==> src/rtl/fib_pkg.sv <==
// Shared types and defaults for the word-parallel Fibonacci sequence generator.
package fib_pkg;

  localparam int unsigned FIB_WIDTH = 8;
  localparam int unsigned FIB_IDX_W = 6;

  typedef enum logic [1:0] {
    IDLE = 2'd0,
    RUN  = 2'd1,
    DONE = 2'd2
  } fib_state_t;

  // A start is honoured only when no sequence is streaming, and never alongside clear.
  function automatic logic fib_start_ok(input fib_state_t st, input logic start,
                                        input logic clear);
    return start && !clear && (st != RUN);
  endfunction

endpackage

==> src/rtl/fib_adder.sv <==
// WIDTH-bit ripple-carry adder built from full-adder cells, with carry out.
module fib_adder #(
  parameter int unsigned WIDTH = 8
) (
  input  logic [WIDTH-1:0] a,
  input  logic [WIDTH-1:0] b,
  output logic [WIDTH-1:0] sum,
  output logic             cout
);

  always_comb begin
    logic carry;
    carry = 1'b0;
    sum   = '0;
    for (int unsigned i = 0; i < WIDTH; i++) begin
      sum[i] = a[i] ^ b[i] ^ carry;
      carry  = (a[i] & b[i]) | (a[i] & carry) | (b[i] & carry);
    end
    cout = carry;
  end

endmodule

==> src/rtl/fib_seq_gen.sv <==
// Streams T0=seed0, T1=seed1, Tk=Tk-1+Tk-2 mod 2^WIDTH over valid/ready, with
// per-term and sticky overflow tracking and optional stop-on-overflow.
module fib_seq_gen
  import fib_pkg::*;
#(
  parameter int unsigned WIDTH       = FIB_WIDTH,
  parameter int unsigned IDX_W       = FIB_IDX_W,
  parameter bit          STOP_ON_OVF = 1'b0
) (
  input  logic             clk,
  input  logic             reset,
  input  logic             start,
  input  logic             clear,
  input  logic [WIDTH-1:0] seed0,
  input  logic [WIDTH-1:0] seed1,
  input  logic [IDX_W-1:0] n_target,
  input  logic             out_ready,
  output logic             out_valid,
  output logic [WIDTH-1:0] out_data,
  output logic [IDX_W-1:0] out_index,
  output logic             out_ovf,
  output logic             overflow,
  output logic             busy,
  output logic             done
);

  fib_state_t state, state_next;

  logic [WIDTH-1:0] a, b;
  logic             a_ovf, b_ovf;
  logic [IDX_W-1:0] idx, last;
  logic             ovf_sticky;

  logic [WIDTH-1:0] sum;
  logic             carry_out;

  logic load, advance, finish, stop_ovf, hs;

  fib_adder #(.WIDTH(WIDTH)) u_adder (
    .a    (a),
    .b    (b),
    .sum  (sum),
    .cout (carry_out)
  );

  assign hs = (state == RUN) && out_ready;

  always_ff @(posedge clk or posedge reset) begin
    if (reset) state <= IDLE;
    else       state <= state_next;
  end

  always_comb begin
    state_next = state;
    load       = 1'b0;
    advance    = 1'b0;
    finish     = 1'b0;
    stop_ovf   = 1'b0;
    if (clear) begin
      state_next = IDLE;
    end else begin
      unique case (state)
        IDLE, DONE: begin
          if (fib_start_ok(state, start, clear)) begin
            state_next = RUN;
            load       = 1'b1;
          end
        end
        RUN: begin
          if (hs) begin
            if (idx == last) begin
              state_next = DONE;
              finish     = 1'b1;
            end else if (STOP_ON_OVF && b_ovf) begin
              // The next term is already tainted: end here so it is never presented.
              state_next = DONE;
              stop_ovf   = 1'b1;
            end else begin
              advance = 1'b1;
            end
          end
        end
        default: state_next = IDLE;
      endcase
    end
  end

  always_ff @(posedge clk or posedge reset) begin
    if (reset) begin
      a          <= '0;
      b          <= '0;
      a_ovf      <= 1'b0;
      b_ovf      <= 1'b0;
      idx        <= '0;
      last       <= '0;
      ovf_sticky <= 1'b0;
    end else if (clear) begin
      a          <= '0;
      b          <= '0;
      a_ovf      <= 1'b0;
      b_ovf      <= 1'b0;
      idx        <= '0;
      last       <= '0;
      ovf_sticky <= 1'b0;
    end else if (load) begin
      a          <= seed0;
      b          <= seed1;
      a_ovf      <= 1'b0;
      b_ovf      <= 1'b0;
      idx        <= '0;
      last       <= n_target;
      ovf_sticky <= 1'b0;
    end else if (advance) begin
      a          <= b;
      a_ovf      <= b_ovf;
      b          <= sum;
      b_ovf      <= a_ovf | b_ovf | carry_out;
      idx        <= idx + IDX_W'(1);
      ovf_sticky <= ovf_sticky | a_ovf;
    end else if (finish) begin
      ovf_sticky <= ovf_sticky | a_ovf;
    end else if (stop_ovf) begin
      ovf_sticky <= 1'b1;
    end
  end

  // a/idx are left untouched on termination, so DONE keeps showing the last term.
  assign out_valid = (state == RUN);
  assign busy      = (state == RUN);
  assign done      = (state == DONE);
  assign out_data  = a;
  assign out_index = idx;
  assign out_ovf   = (state == RUN) && a_ovf;
  assign overflow  = ovf_sticky;

endmodule

==> config.mk <==
export PLATFORM = sky130hd
export DESIGN_NAME = fib_seq_gen
export DESIGN_NICKNAME = d
export VERILOG_FILES = /design/src/rtl/fib_pkg.sv /design/src/rtl/fib_adder.sv /design/src/rtl/fib_seq_gen.sv
export SDC_FILE = /design/constraint.sdc
export NUM_CORES = 1
export LEC_CHECK = 0
export ABC_AREA = 1
export BUFFER_PORTS_ARGS = -buffer_cell sky130_fd_sc_hd__buf_4
export CAP_MARGIN = 5
export CORE_MARGIN = 1
export CORE_UTILIZATION = 54
export DETAILED_ROUTE_END_ITERATION = 7
export PLACE_DENSITY = 0.86
export SYNTH_ARGS = -nofsm -noshare
export SYNTH_HDL_FRONTEND = slang
export SYNTH_SLANG_ARGS = --single-unit
==> constraint.sdc <==
create_clock -name clk -period 4.27 [get_ports clk]
set_input_delay 0.2135 -clock clk [delete_from_list [all_inputs] [get_ports clk]]
set_output_delay 0.2135 -clock clk [all_outputs]
set_load 0.05 [all_outputs]
==> results.toml <==
[power]
p_switching_mw = 0.327
p_int_mw = 0.562
sw_frac_of_total_pct = 36.8
ir_worst_vdd_v = 0.000268
clkPwrFrac_pct = 24.9
p_seq_share_pct = 44.2
p_per_area_nw_per_um2 = 365
p_leak_nw = 1.39
p_comb_share_pct = 31.0

[synthesis]
ys_top_cells_by_count = "nand2_1, dfrtp_1, nand3_1"
synth_nets = 310
yosys_warnings = 0
synth_seq_cells = 33
ys_types = 24
synth_area_leaders = "dfrtp_1, nand2_1, fa_1"
syn_area_per_cell_um2 = 7.43
synth_top_area_cell = "dfrtp_1"
synth_most_common_cell = "nand2_1"
syn-cell-area_um2 = 2040
synthCells = 274
synth-async-reset-ratio_pct = 100
synth_ff_type = "dfrtp_1"
synth-edff-count = 0
synth.top_cell.area_share_pct = 40.6
synth-seq-area-share_pct = 40.6

[sta]
fmax_mhz = 264
hold_viol = 0
tns_ns = 0
rsz0062_at_grt = "false"
period_minus_slack_ns = 3.79
maxSlewViolCount = 0
worst_slew_pin_slew_ns = 0.897
finalSetupViolCount = 0
worst_slew_margin_rel_pct = 40.1
fin_skew_ns = 0.00588
finalCritPeriodShare_pct = 88.7

[clock_network]
cts_tree = "built"
cts_buffer_depth = 2
htree_levels = 2
ctsResizeCount = 0
post_cts_buffers = 0
numCtsBuffers = 5
holdBufCountCts = 0
clk_latency_ns = 0.28
clkSinkCount = 33
cts-root-buf = "clkbuf_8"
path_clk_slew_ns = 0.07

[critical_path]
criticalPathCategory = "reg2reg"
worstPathArrival_ns = 4.00
crit_chain = "ha_1 -> fa_1 -> fa_1 -> fa_1 -> fa_1 -> fa_1 -> fa_1 -> inv_1 -> fa_1 -> o21ai_0 -> nand2_1 -> nand2_1"
crit_buf_inv = 1
cp_max_fo = 3
worstPathRequired_ns = 4.48
crit_top_cell = "fa_1"
end_kind = "flop"
cp_top_family = "adder cells"
critPathLaunchType = "flop"
critPathMaxStageDelay_ns = 0.41
cp_slowest_cell = "fa_1"

[cells_and_area]
layout.nets = 351
final_layout_size_suffix_gt1_share_pct = 21.5
area_delta_synth_final_pct = 19.5
diodes = 0
fin_cells = 362
fillers = 301

[place]
placedCellCount = 354
dp_hpwl_um = 2920
gp_congestion = 0.790
port_buffers = 45

[floorplanning]
core_um2 = 3470
die_area_um2 = 4020
pin_count = 46
start_util_pct = 58.7
rows = 21
die_h_um = 63.4
fp.dieW_um = 63.4

[global_routing]
grt_pass1_vias = 1782
grt_max_degree = 43
grt_overflow = 0
grt_pass1_wl_um = 7560
track_usage_pct = 24.1
grt_antenna_before_repair = 0

[detailed_routing]
drt-pass1-iter-count = 4
vias = 1794
remaining_drc_errors = 0
vias_per_cell = 4.96
drt-total-wl_um = 4260
routedWlPerCell_um = 11.8
antenna_left = 0
drtIter0Drc = 102

[outcome]
status = "finished, final reports clean"

[run]
cap_violations = 0

[min_path]
min-delay-path-class = "in2async"
## flip-flops by register name, summed over array words and instances (netlist names)
signal     flops
out_data       8
overflow       1
b              8
out_index      6
last           6
state          2
b_ovf          1
a_ovf          1
## final cells by class
class,instances,area (µm²),area share [%]
clock inverters,2,10.0,0.412
repair buffers,46,345,14.2
well taps,46,57.6,2.37
clock buffers,6,72.6,2.98
flip-flops and latches,33,826,34.0
multi-input cells,199,1010,41.5
inverters,30,113,4.63
## through the flow
step | hold slack (ns) | setup slack [ns] | utilization (%) | area (µm²) | power, mW
after global routing | 0.0852 | 0.305 | 70.1 | 2430 | 0.950
after detailed placement | 0.336 | 0.481 | 67.7 | 2350 | 0.675
final | 0.0348 | 0.480 | 70.1 | 2430 | 0.888
after global placement | 0.335 | 0.574 | 67.7 | 2350 | 0.663
after CTS | 0.0351 | 0.478 | 70.1 | 2430 | 0.897
after floorplan | 0.334 | 0.412 | - | 2040 | 0.597
## kinds of logic after synthesis
| logic type | after synthesis | share of synthesized area (%) |
|---|---|---|
| flops | 33 | 40.6 |
| fa+ha+maj | 9 | 8.11 |
| xor+xnor | 1 | 0.430 |
| compound gates | 14 | 3.44 |
| buf+inv | 42 | 9.90 |
| simple gates | 175 | 37.6 |
## routing by layer
metal	track usage, %	part of all wire (%)	up-vias	wire length [µm]
met1	29.7	47	831	1980
met5	0	0	-	0
li1	-	-	924	-
met3	5.80	3.2	2	137
met2	41.8	50	37	2120
met4	6.53	0.42	0	18
## worst reg2reg max path, cell delays in order (launching register included)
cell	delay, ns
dfrtp_1	0.40
ha_1	0.23
fa_1	0.39
fa_1	0.39
fa_1	0.38
fa_1	0.38
fa_1	0.39
fa_1	0.38
inv_1	0.08
fa_1	0.41
o21ai_0	0.16
nand2_1	0.08
nand2_1	0.07
## power by group through the flow
stage / Clock (mW) / Combinational [mW] / Sequential, mW
after detailed placement: 0 / 0.277 / 0.398
after global routing: 0.245 / 0.307 / 0.399
final: 0.221 / 0.275 / 0.392
after CTS: 0.227 / 0.277 / 0.392
after floorplan: 0 / 0.158 / 0.439
after global placement: 0 / 0.268 / 0.395
## layout by cell type, fill, tap and decap left out, drive strengths merged, types with 2 or more instances in the layout
cell type / instances
ha: 2
nand3: 29
nand4: 4
clkinv: 2
a21oi: 2
inv: 30
dfrtp: 33
nand2: 124
buf: 46
o21ai: 12
fa: 7
clkbuf: 6
nor2: 15
## path summary, 6_finish.rpt
path	end	cells past startpoint	startpoint	slack, ns
max	b[7]	12	b[0]	0.48
max in group asynchronous	last[1]	3	reset	3.94
min in group clk	last[0]	3	n_target[0]	0.14
max reg2reg	b[7]	12	b[0]	0.48
min	a_ovf	3	reset	0.03
min reg2reg	b_ovf	2	b_ovf	0.52
Note: power is estimated with default switching activity, not from simulation.
